==> src/rtl/wb_port_arbiter_pkg.sv <==
// Shared widths, write-back control bit positions and vector-port source encoding
// for the write-back port arbiter.
package wb_port_arbiter_pkg;

  localparam int LENGTH = 8;
  localparam int INT8   = 8;
  localparam int INT32  = 32;
  localparam int VW     = LENGTH * INT8;

  localparam int WB_SCALAR = 0;
  localparam int WB_VECTOR = 1;

  typedef enum logic [1:0] {
    VSEL_NONE,
    VSEL_PIPE,
    VSEL_FIFO,
    VSEL_BYPASS
  } vsel_e;

endpackage

==> src/rtl/wb_port_arbiter_conv_wb_fifo.sv <==
// Synchronous FIFO of pending convolution writes {addr, data}, with a per-entry
// destination compare used by decode to detect hazards on pending writes.
module conv_wb_fifo #(
  parameter int DEPTH = 4,
  parameter int AW    = 5,
  parameter int DW    = 64
) (
  input  logic                       clk,
  input  logic                       reset,
  input  logic                       push_i,
  input  logic                       pop_i,
  input  logic [AW-1:0]              waddr_i,
  input  logic [DW-1:0]              wdata_i,
  output logic [AW-1:0]              head_addr_o,
  output logic [DW-1:0]              head_data_o,
  output logic [$clog2(DEPTH):0]     count_o,
  output logic                       empty_o,
  output logic                       full_o,
  input  logic [AW-1:0]              q_addr_i,
  output logic                       q_match_o
);

  localparam int PW = $clog2(DEPTH);
  localparam int CW = PW + 1;

  logic [AW-1:0] addr_mem [DEPTH];
  logic [DW-1:0] data_mem [DEPTH];

  logic [PW-1:0] wr_ptr_q, wr_ptr_d;
  logic [PW-1:0] rd_ptr_q, rd_ptr_d;
  logic [CW-1:0] count_q, count_d;
  logic          push_ok, pop_ok;
  logic [PW-1:0] offset;

  assign empty_o     = (count_q == '0);
  assign full_o      = (count_q == CW'(DEPTH));
  assign push_ok     = push_i && !full_o;
  assign pop_ok      = pop_i && !empty_o;
  assign head_addr_o = addr_mem[rd_ptr_q];
  assign head_data_o = data_mem[rd_ptr_q];
  assign count_o     = count_q;

  always_comb begin
    wr_ptr_d = wr_ptr_q;
    rd_ptr_d = rd_ptr_q;
    count_d  = count_q;
    if (push_ok) wr_ptr_d = wr_ptr_q + 1'b1;
    if (pop_ok)  rd_ptr_d = rd_ptr_q + 1'b1;
    case ({push_ok, pop_ok})
      2'b10:   count_d = count_q + 1'b1;
      2'b01:   count_d = count_q - 1'b1;
      default: count_d = count_q;
    endcase
  end

  always_ff @(posedge clk or posedge reset) begin
    if (reset) begin
      wr_ptr_q <= '0;
      rd_ptr_q <= '0;
      count_q  <= '0;
    end else begin
      wr_ptr_q <= wr_ptr_d;
      rd_ptr_q <= rd_ptr_d;
      count_q  <= count_d;
    end
  end

  // Storage needs no reset: validity comes from the occupancy count alone.
  always_ff @(posedge clk) begin
    if (push_ok) begin
      addr_mem[wr_ptr_q] <= waddr_i;
      data_mem[wr_ptr_q] <= wdata_i;
    end
  end

  always_comb begin
    q_match_o = 1'b0;
    offset    = '0;
    for (int i = 0; i < DEPTH; i++) begin
      offset = PW'(i) - rd_ptr_q;
      if (({1'b0, offset} < count_q) && (addr_mem[i] == q_addr_i)) q_match_o = 1'b1;
    end
  end

endmodule

==> src/rtl/wb_port_arbiter.sv <==
// Write-back port arbiter: registers scalar/vector RF writes from MEM/WB and shares
// the vector port with buffered convolution writes, with anti-starvation bubbles.
module wb_port_arbiter
  import wb_port_arbiter_pkg::*;
#(
  parameter int CONV_DEPTH = 4,
  parameter int MAX_WAIT   = 8,
  parameter int AW         = 5
) (
  input  logic                          clk,
  input  logic                          reset,
  input  logic [VW-1:0]                 conv_result,
  input  logic [AW-1:0]                 conv_addr,
  input  logic                          conv_write,
  output logic                          conv_ready,
  input  logic [AW-1:0]                 rD,
  input  logic [INT32-1:0]              s_result,
  input  logic [VW-1:0]                 v_result,
  input  logic [INT32-1:0]              smem,
  input  logic [VW-1:0]                 vmem,
  input  logic                          ldr,
  input  logic [1:0]                    wb,
  output logic                          s_we,
  output logic [AW-1:0]                 s_waddr,
  output logic [INT32-1:0]              s_wdata,
  output logic                          v_we,
  output logic [AW-1:0]                 v_waddr,
  output logic [VW-1:0]                 v_wdata,
  output logic                          v_src,
  output logic                          bubble_req,
  input  logic [AW-1:0]                 q_addr,
  output logic                          q_hit,
  output logic [$clog2(CONV_DEPTH):0]   fifo_count,
  output logic                          overflow_err
);

  localparam int                WW       = $clog2(MAX_WAIT + 1);
  localparam logic [WW-1:0]     WAIT_MAX = WW'(MAX_WAIT);

  logic [AW-1:0]    head_addr;
  logic [VW-1:0]    head_data;
  logic             fifo_empty, fifo_full, fifo_hit;
  logic             conv_acc, push, pop;
  vsel_e            vsel;

  logic             s_we_q, s_we_d;
  logic [AW-1:0]    s_waddr_q, s_waddr_d;
  logic [INT32-1:0] s_wdata_q, s_wdata_d;
  logic             v_we_q, v_we_d;
  logic [AW-1:0]    v_waddr_q, v_waddr_d;
  logic [VW-1:0]    v_wdata_q, v_wdata_d;
  logic             v_src_q, v_src_d;
  logic             bubble_q, bubble_d;
  logic             overflow_q, overflow_d;
  logic [WW-1:0]    wait_q, wait_d;

  conv_wb_fifo #(
    .DEPTH (CONV_DEPTH),
    .AW    (AW),
    .DW    (VW)
  ) u_fifo (
    .clk         (clk),
    .reset       (reset),
    .push_i      (push),
    .pop_i       (pop),
    .waddr_i     (conv_addr),
    .wdata_i     (conv_result),
    .head_addr_o (head_addr),
    .head_data_o (head_data),
    .count_o     (fifo_count),
    .empty_o     (fifo_empty),
    .full_o      (fifo_full),
    .q_addr_i    (q_addr),
    .q_match_o   (fifo_hit)
  );

  assign conv_ready = !fifo_full;
  assign conv_acc   = conv_write && conv_ready;
  assign q_hit      = fifo_hit || (conv_acc && (conv_addr == q_addr));

  always_comb begin
    vsel = VSEL_NONE;
    if (wb[WB_VECTOR])  vsel = VSEL_PIPE;
    else if (!fifo_empty) vsel = VSEL_FIFO;
    else if (conv_acc)  vsel = VSEL_BYPASS;
  end

  assign pop  = (vsel == VSEL_FIFO);
  assign push = conv_acc && (vsel != VSEL_BYPASS);

  always_comb begin
    s_we_d    = wb[WB_SCALAR];
    s_waddr_d = rD;
    s_wdata_d = ldr ? smem : s_result;

    v_we_d    = 1'b0;
    v_waddr_d = '0;
    v_wdata_d = '0;
    v_src_d   = 1'b0;
    case (vsel)
      VSEL_PIPE: begin
        v_we_d    = 1'b1;
        v_waddr_d = rD;
        v_wdata_d = ldr ? vmem : v_result;
      end
      VSEL_FIFO: begin
        v_we_d    = 1'b1;
        v_waddr_d = head_addr;
        v_wdata_d = head_data;
        v_src_d   = 1'b1;
      end
      VSEL_BYPASS: begin
        v_we_d    = 1'b1;
        v_waddr_d = conv_addr;
        v_wdata_d = conv_result;
        v_src_d   = 1'b1;
      end
      default: ;
    endcase

    overflow_d = overflow_q || (conv_write && !conv_ready);

    // Bubble rises one cycle after the head has waited MAX_WAIT, drops after a pop.
    wait_d   = wait_q;
    bubble_d = bubble_q;
    if (fifo_empty || pop) begin
      wait_d   = '0;
      bubble_d = 1'b0;
    end else begin
      if (wait_q == WAIT_MAX) bubble_d = 1'b1;
      else                    wait_d   = wait_q + 1'b1;
    end
  end

  always_ff @(posedge clk or posedge reset) begin
    if (reset) begin
      s_we_q     <= 1'b0;
      s_waddr_q  <= '0;
      s_wdata_q  <= '0;
      v_we_q     <= 1'b0;
      v_waddr_q  <= '0;
      v_wdata_q  <= '0;
      v_src_q    <= 1'b0;
      bubble_q   <= 1'b0;
      overflow_q <= 1'b0;
      wait_q     <= '0;
    end else begin
      s_we_q     <= s_we_d;
      s_waddr_q  <= s_waddr_d;
      s_wdata_q  <= s_wdata_d;
      v_we_q     <= v_we_d;
      v_waddr_q  <= v_waddr_d;
      v_wdata_q  <= v_wdata_d;
      v_src_q    <= v_src_d;
      bubble_q   <= bubble_d;
      overflow_q <= overflow_d;
      wait_q     <= wait_d;
    end
  end

  assign s_we         = s_we_q;
  assign s_waddr      = s_waddr_q;
  assign s_wdata      = s_wdata_q;
  assign v_we         = v_we_q;
  assign v_waddr      = v_waddr_q;
  assign v_wdata      = v_wdata_q;
  assign v_src        = v_src_q;
  assign bubble_req   = bubble_q;
  assign overflow_err = overflow_q;

endmodule

==> config.mk <==
export PLATFORM = sky130hd
export DESIGN_NAME = wb_port_arbiter
export DESIGN_NICKNAME = d
export VERILOG_FILES = /design/src/rtl/wb_port_arbiter_pkg.sv /design/src/rtl/wb_port_arbiter_conv_wb_fifo.sv /design/src/rtl/wb_port_arbiter.sv
export SDC_FILE = /design/constraint.sdc
export NUM_CORES = 1
export LEC_CHECK = 0
export CORE_ASPECT_RATIO = 0.6
export CORE_MARGIN = 1
export CORE_UTILIZATION = 50
export CTS_CLUSTER_SIZE = 40
export DETAILED_ROUTE_END_ITERATION = 8
export HOLD_SLACK_MARGIN = 0.03
export PLACE_DENSITY = 0.8
export SYNTH_ARGS = -nofsm -noshare
export SYNTH_HDL_FRONTEND = slang
export SYNTH_SLANG_ARGS = --single-unit
==> constraint.sdc <==
create_clock -name clk -period 4.81 [get_ports clk]
set_input_delay 0.962 -clock clk [delete_from_list [all_inputs] [get_ports clk]]
set_output_delay 0.962 -clock clk [all_outputs]
set_load 0.005 [all_outputs]
== Word-level counts from Yosys, hierarchy flattened ==
Memories as Yosys holds them, arrays and structs flattened.
Index checks and enable logic that the tools add are counted.

* Memories: 2
* Input port bits: 277
* Memory bits (read-only): 0
* Bits in latches: 0
* Logic and storage cells: 82
* Register bits after elaboration: 122
* Memory bits (writable): 276

* Reduce and logical (&&, ||, !) cells: 20
* Multiply operators: 0
* Equality and inequality tests: 14
* Divide/modulo/power cells: 0
* Add/sub/neg operators: 9
* Magnitude comparators: 4
* Multiplexer cells: 20
* Bitwise logic cells: 0
* Shifts and indexed selects: 0

{| class="wikitable"
|+ Memories
! name !! depth !! bits a word !! read ports !! clocked after memory_dff !! write ports !! line !! source
|-
| u_fifo.data_mem || 4 || 64 || 1 || 0 || 1 || wb_port_arbiter_conv_wb_fifo.sv:27 || <nowiki>logic [DW-1:0] data_mem [DEPTH];</nowiki>
|-
| u_fifo.addr_mem || 4 || 5 || 5 || 0 || 1 || wb_port_arbiter_conv_wb_fifo.sv:26 || <nowiki>logic [AW-1:0] addr_mem [DEPTH];</nowiki>
|}

{| class="wikitable"
|+ Operator list
! operator !! number
|-
| $pmux 64 s3 || 1
|-
| $mux 64 || 1
|-
| $mux 32 || 1
|-
| $eq 5x5->1 || 5
|-
| $pmux 5 s3 || 1
|-
| $lt 2x3->1 || 4
|-
| $logic_and 1x1->1 || 10
|-
| $mux 1 || 10
|-
| $mux 4 || 2
|-
| $eq 2x2->1 const B || 3
|-
| $mux 2 || 3
|-
| $pmux 3 s2 || 1
|-
| $add 2x1->2 const B || 2
|-
| $add 4x1->4 const B || 1
|-
| $eq 2x1->1 const B || 2
|-
| $eq 4x4->1 const B || 1
|-
| $ne 2x2->1 const B || 2
|-
| $reduce_bool 2->1 || 2
|-
| $sub 1x2->2 const A || 2
|-
| $sub 2x2->2 const A || 2
|-
| $add 3x1->3 const B || 1
|-
| $eq 3x3->1 const B || 1
|-
| $logic_not 3->1 || 1
|-
| $logic_or 1x1->1 || 3
|-
| other kinds (4) || 5
|}

== Depth between registers and ports, before layout ==
* Word-level depth: 11
* Depth in mapped cells: 10
* Depth with buffers taken out: 10

== Hierarchy ==
From an unflattened synthesis, not the netlist that was laid out.

* Cell total of the unflattened synthesis: 958
* Area total of the unflattened synthesis: 16,508.3 µm²

{| class="wikitable"
|+ Modules (own cells, without submodules)
! module !! area an instance (µm²) !! cells each !! instances !! sequential area each (µm²)
|-
| conv_wb_fifo || 10,742.8 || 447 || 1 || 8,463.1
|-
| wb_port_arbiter || 5,765.5 || 511 || 1 || 2,877.8
|}

== Worst setup path before layout ==
Ideal clock, no wire load.

* Kind: input to register
* Start point: in wb[1]
* End point: mem u_fifo.addr_mem[0][0] (enable)
* Path buffers: 1
* Required time: 4,375 ps
* Arrival time: 3,244 ps
* Cell stages on the path: 4
* Path slack: 1,132 ps
* Path through: clkbuf_1 > nand2_1 > a21boi_1 > and2_1

* Longest elaborated chain between the ends: 6

{| class="wikitable"
|+ Ends and longest elaborated chain
! element !! line !! source
|-
| start, declared || wb_port_arbiter.sv:22 || <nowiki>input logic [1:0] wb,</nowiki>
|-
| $mux 2 || wb_port_arbiter.sv:83 || <nowiki>if (wb[WB_VECTOR]) vsel = VSEL_PIPE;</nowiki>
|-
| $ne 2x2->1 || wb_port_arbiter.sv:89 || <nowiki>assign push = conv_acc && (vsel != VSEL_BYPASS);</nowiki>
|-
| $logic_and 1x1->1 || wb_port_arbiter.sv:89 ||
|-
| $logic_and 1x1->1 || wb_port_arbiter_conv_wb_fifo.sv:37 || <nowiki>assign push_ok = push_i && !full_o;</nowiki>
|-
| $mux 1 || wb_port_arbiter_conv_wb_fifo.sv:70 || <nowiki>if (push_ok) begin</nowiki>
|-
| $mux 1 (not written as such) || wb_port_arbiter_conv_wb_fifo.sv:71 || <nowiki>addr_mem[wr_ptr_q] <= waddr_i;</nowiki>
|-
| end, declared || wb_port_arbiter_conv_wb_fifo.sv:26 ||
|}

Every way passes these cells.

== Final worst setup path ==
* Start point: in q_addr[0]
* End point: out q_hit

* Longest elaborated chain between the ends: 7

{| class="wikitable"
|+ Ends and longest elaborated chain
! element !! line !! source
|-
| start, declared || wb_port_arbiter.sv:31 || <nowiki>input logic [AW-1:0] q_addr,</nowiki>
|-
| $eq 5x5->1 || wb_port_arbiter_conv_wb_fifo.sv:81 || <nowiki>if (({1'b0, offset} < count_q) && (addr_mem[i] == q_addr_i)) q_match_o = 1'b1;</nowiki>
|-
| $logic_and 1x1->1 || wb_port_arbiter_conv_wb_fifo.sv:81 ||
|-
| $mux 1 (4 in a row) || wb_port_arbiter_conv_wb_fifo.sv:81 ||
|-
| $logic_or 1x1->1 * || wb_port_arbiter.sv:79 || <nowiki>assign q_hit = fifo_hit || (conv_acc && (conv_addr == q_addr));</nowiki>
|-
| end, declared || wb_port_arbiter.sv:32 || <nowiki>output logic q_hit,</nowiki>
|}

Mark *: on every way between the ends. The rest lies on a longest branch, timed or not.

==> summary.md <==
| Metric | Value |
|---|---|
| Status | `finished clean` |
| Num CTS Buffers | `37` |
| DRC | `0` |
| Slew Viols, Final | `0` |
| FF+latch count, synth | `398` |
| Top post-synthesis cells by count | `edfxtp_1 (276), dfrtp_1 (122), nand2_1 (78)` |
| Area share of the largest cell type after synthesis | `50.5%` |
| YS warnings | `0` |
| CP max FO | `5` |
| Startpoint types | `input pin` |
| H-tree levels | `2` |
| DR pass1 iterations | `5` |
| Data arrival time of the critical path | `3.09 ns` |
| Skew final | `0.0132 ns` |
| Initial core utilization | `51.8%` |
| Worst path cell trace | `clkdlybuf4s50_1, xnor2_1, nand4_1, nor4b_1, a31oi_1, nand3_1, clkdlybuf4s50_1` |
| DRT iter0 DRCs | `734` |
| Global route overflow | `0` |
| Via count | `10.1k` |
| Post-route ant nets | `0` |
| Cell count after synthesis | `958` |
| Area leader, netlist | `edfxtp_1` |
| Crit-path most repeated cell | `clkdlybuf4s50_1` |
| DP Wirelength | `25600 um` |
| Setup TNS | `0 ns` |
| IO buf count | `392` |
| Pleak | `0.00798 uW` |
| Slowest stage cell on the critical path | `clkdlybuf4s50_1` |
| PnR Total Power | `11000 uW` |
| Post-synthesis async set-or-reset flop share | `30.7%` |
| Seq/Total Area, Yosys | `69.1%` |
| Top delay family on crit path | `buffers and inverters` |
| CTS resizes | `0` |
| Io pins | `393` |
| FMAX | `247 MHz` |
| Clk slew on worst S/H paths | `0.06 ns` |
| CTS tree | `yes` |
| Chip height | `142 um` |
| Area Growth Syn to Fin | `32.5%` |
| Initial antenna violation count | `1` |
| Critical Path RT | `3.85 ns` |
| Top-count cell post-synth | `edfxtp_1` |
| Die width | `236 um` |
| Largest net degree at the start of global routing | `110` |
| Worst-Margin Slew | `1.16 ns` |
| Power Density | `507 nW/um^2` |
| Fin Hold WS | `0.491 ns` |
| Hold Path Class | `reg -> reg` |
| Maximum VDD drop | `0.301 mV` |
| Global-route wire length before repair | `61800 um` |
| CP bufs+invs | `2` |
| Share of cells above drive strength 1 | `14.1%` |
| Worst skew pair latency | `0.53 ns` |
| Crit-path max cell delay | `0.67 ns` |
| Synth area leaders | `edfxtp_1 (50%), dfrtp_1 (19%), mux4_2 (9.5%)` |
| Routed Wire Length | `41000 um` |
| Slew HR | `22.8%` |
| Setup Fix Bufs, Post-CTS | `0` |
| RD Place Congestion | `0.802` |
| Final Hold Viols | `0` |
| Die area | `33600 um^2` |
| # setup viols final | `0` |
| Core box area | `31700 um^2` |
| Minimum clock period | `4.05 ns` |
| Number of enable flip-flop cells after synthesis | `276` |
| Synthesized area per cell | `17.1 um^2` |
| Clock Tree Buf Depth | `3` |
| Syn_nets | `1247` |
| Area of the mapped netlist | `16400 um^2` |
| Number of global-route vias before repair | `10.5k` |
| # nets final | `1619` |
| Hold Buf Count CTS | `0` |
| # rows | `50` |
| CP endpoint kind | `primary output` |
| Gr usage total | `24.4%` |
| Root Driver | `clkbuf_16` |
| Synth cell types | `39` |
| RSZ-0062 raised after global routing | `no` |
| Antenna cells | `0` |
| Via-per-instance ratio | `5.71` |
| Final Cycle Share | `84.1%` |
| Max cap viols | `0` |
| WL per Instance | `23.1 um` |
| # clock sinks | `398` |
| Main flop type after synthesis | `edfxtp_1` |
| Crit Path Category | `in -> out` |
-- logic make-up after synthesis --
group           Yosys count  share of synthesized area [%]
buf+inv                  84                           3.22
xor+xnor                 34                           1.81
mux                     166                           15.6
flops                   398                           69.1
fa+ha+maj                12                          0.960
simple gates            110                           2.90
compound gates          154                           6.38
-- worst paths after layout --
check,start,to,slack [ns],depth (start not counted)
max in group asynchronous,reset,v_wdata[25],2.93,3
worst min-delay path,overflow_err,overflow_err,0.49,1
worst max-delay path,q_addr[0],q_hit,0.76,7
worst max register to register,u_fifo.count_o[2],u_fifo.data_mem[1][21],2.07,4
min in group asynchronous,reset,s_wdata[28],1.00,2
worst min register to register,overflow_err,overflow_err,0.49,1
-- registers in the layout, summed over array words and instances, names as in the netlist, 2 cells and up --
register,cells
u_fifo.data_mem,256
v_wdata,64
s_wdata,32
u_fifo.addr_mem,20
s_waddr,5
v_waddr,5
wait_q,4
u_fifo.count_o,3
u_fifo.rd_ptr_q,2
u_fifo.wr_ptr_q,2
-- metal layers --
metal / wire length [um] / vias up / track usage [%]
met3: 2850 / 45 / 5.08
met4: 484 / 2 / 4.82
met1: 17700 / 5191 / 34.7
met5: 13 / - / 0
met2: 20000 / 404 / 39.5
li1: - / 4491 / -
-- cells in the final DEF (no fill, tap or decap), types with 2 or more instances in the layout --
cell,n
a21oi_1,9
a22oi_1,64
a31oi_1,71
and2_4,4
buf_4,14
bufinv_16,4
clkbuf_1,3
clkbuf_16,39
clkbuf_8,6
clkdlybuf4s50_1,389
clkinv_1,5
clkinv_2,8
dfrtp_1,120
dfrtp_4,2
edfxtp_1,276
ha_1,11
inv_1,10
inv_2,2
inv_6,2
mux2_2,32
mux2i_1,65
mux4_2,69
nand2_1,78
nand3_1,2
nand4_1,3
nor2_1,10
nor2b_1,6
o21ai_0,4
xnor2_1,16
xor2_1,18
-- power breakdown --
group	internal [uW]	switching, uW	total (uW)
registers	4450	335	4780
logic	1650	1540	3200
clock network	1790	1260	3050
-- worst reg2reg max path, stage by stage, from the launching register on --
cell,delay [ns]
dfrtp_1,0.50
inv_2,0.18
nand2_1,0.07
a21boi_1,0.54
and2_4,0.99
-- layout make-up --
class,instances,area (um^2)
inverters,13,53.8
clock buffers,48,1070
fillers,2113,9960
repair buffers,404,4000
flip-flops and latches,398,11300
clock inverters,20,204
well taps,416,520
multi-input cells,476,4550
-- stage by stage --
stage	instance area (um^2)	instances	worst slack, ns	utilization (%)
after floorplan	16400	958	0.605	-
after global placement	20500	1707	0.838	64.6
after detailed placement	20500	1707	0.880	64.6
after CTS	21800	1775	0.757	68.6
after global routing	21800	1775	0.603	68.6
final	21800	1775	0.763	68.6
Power figures use the tool's default switching activity.
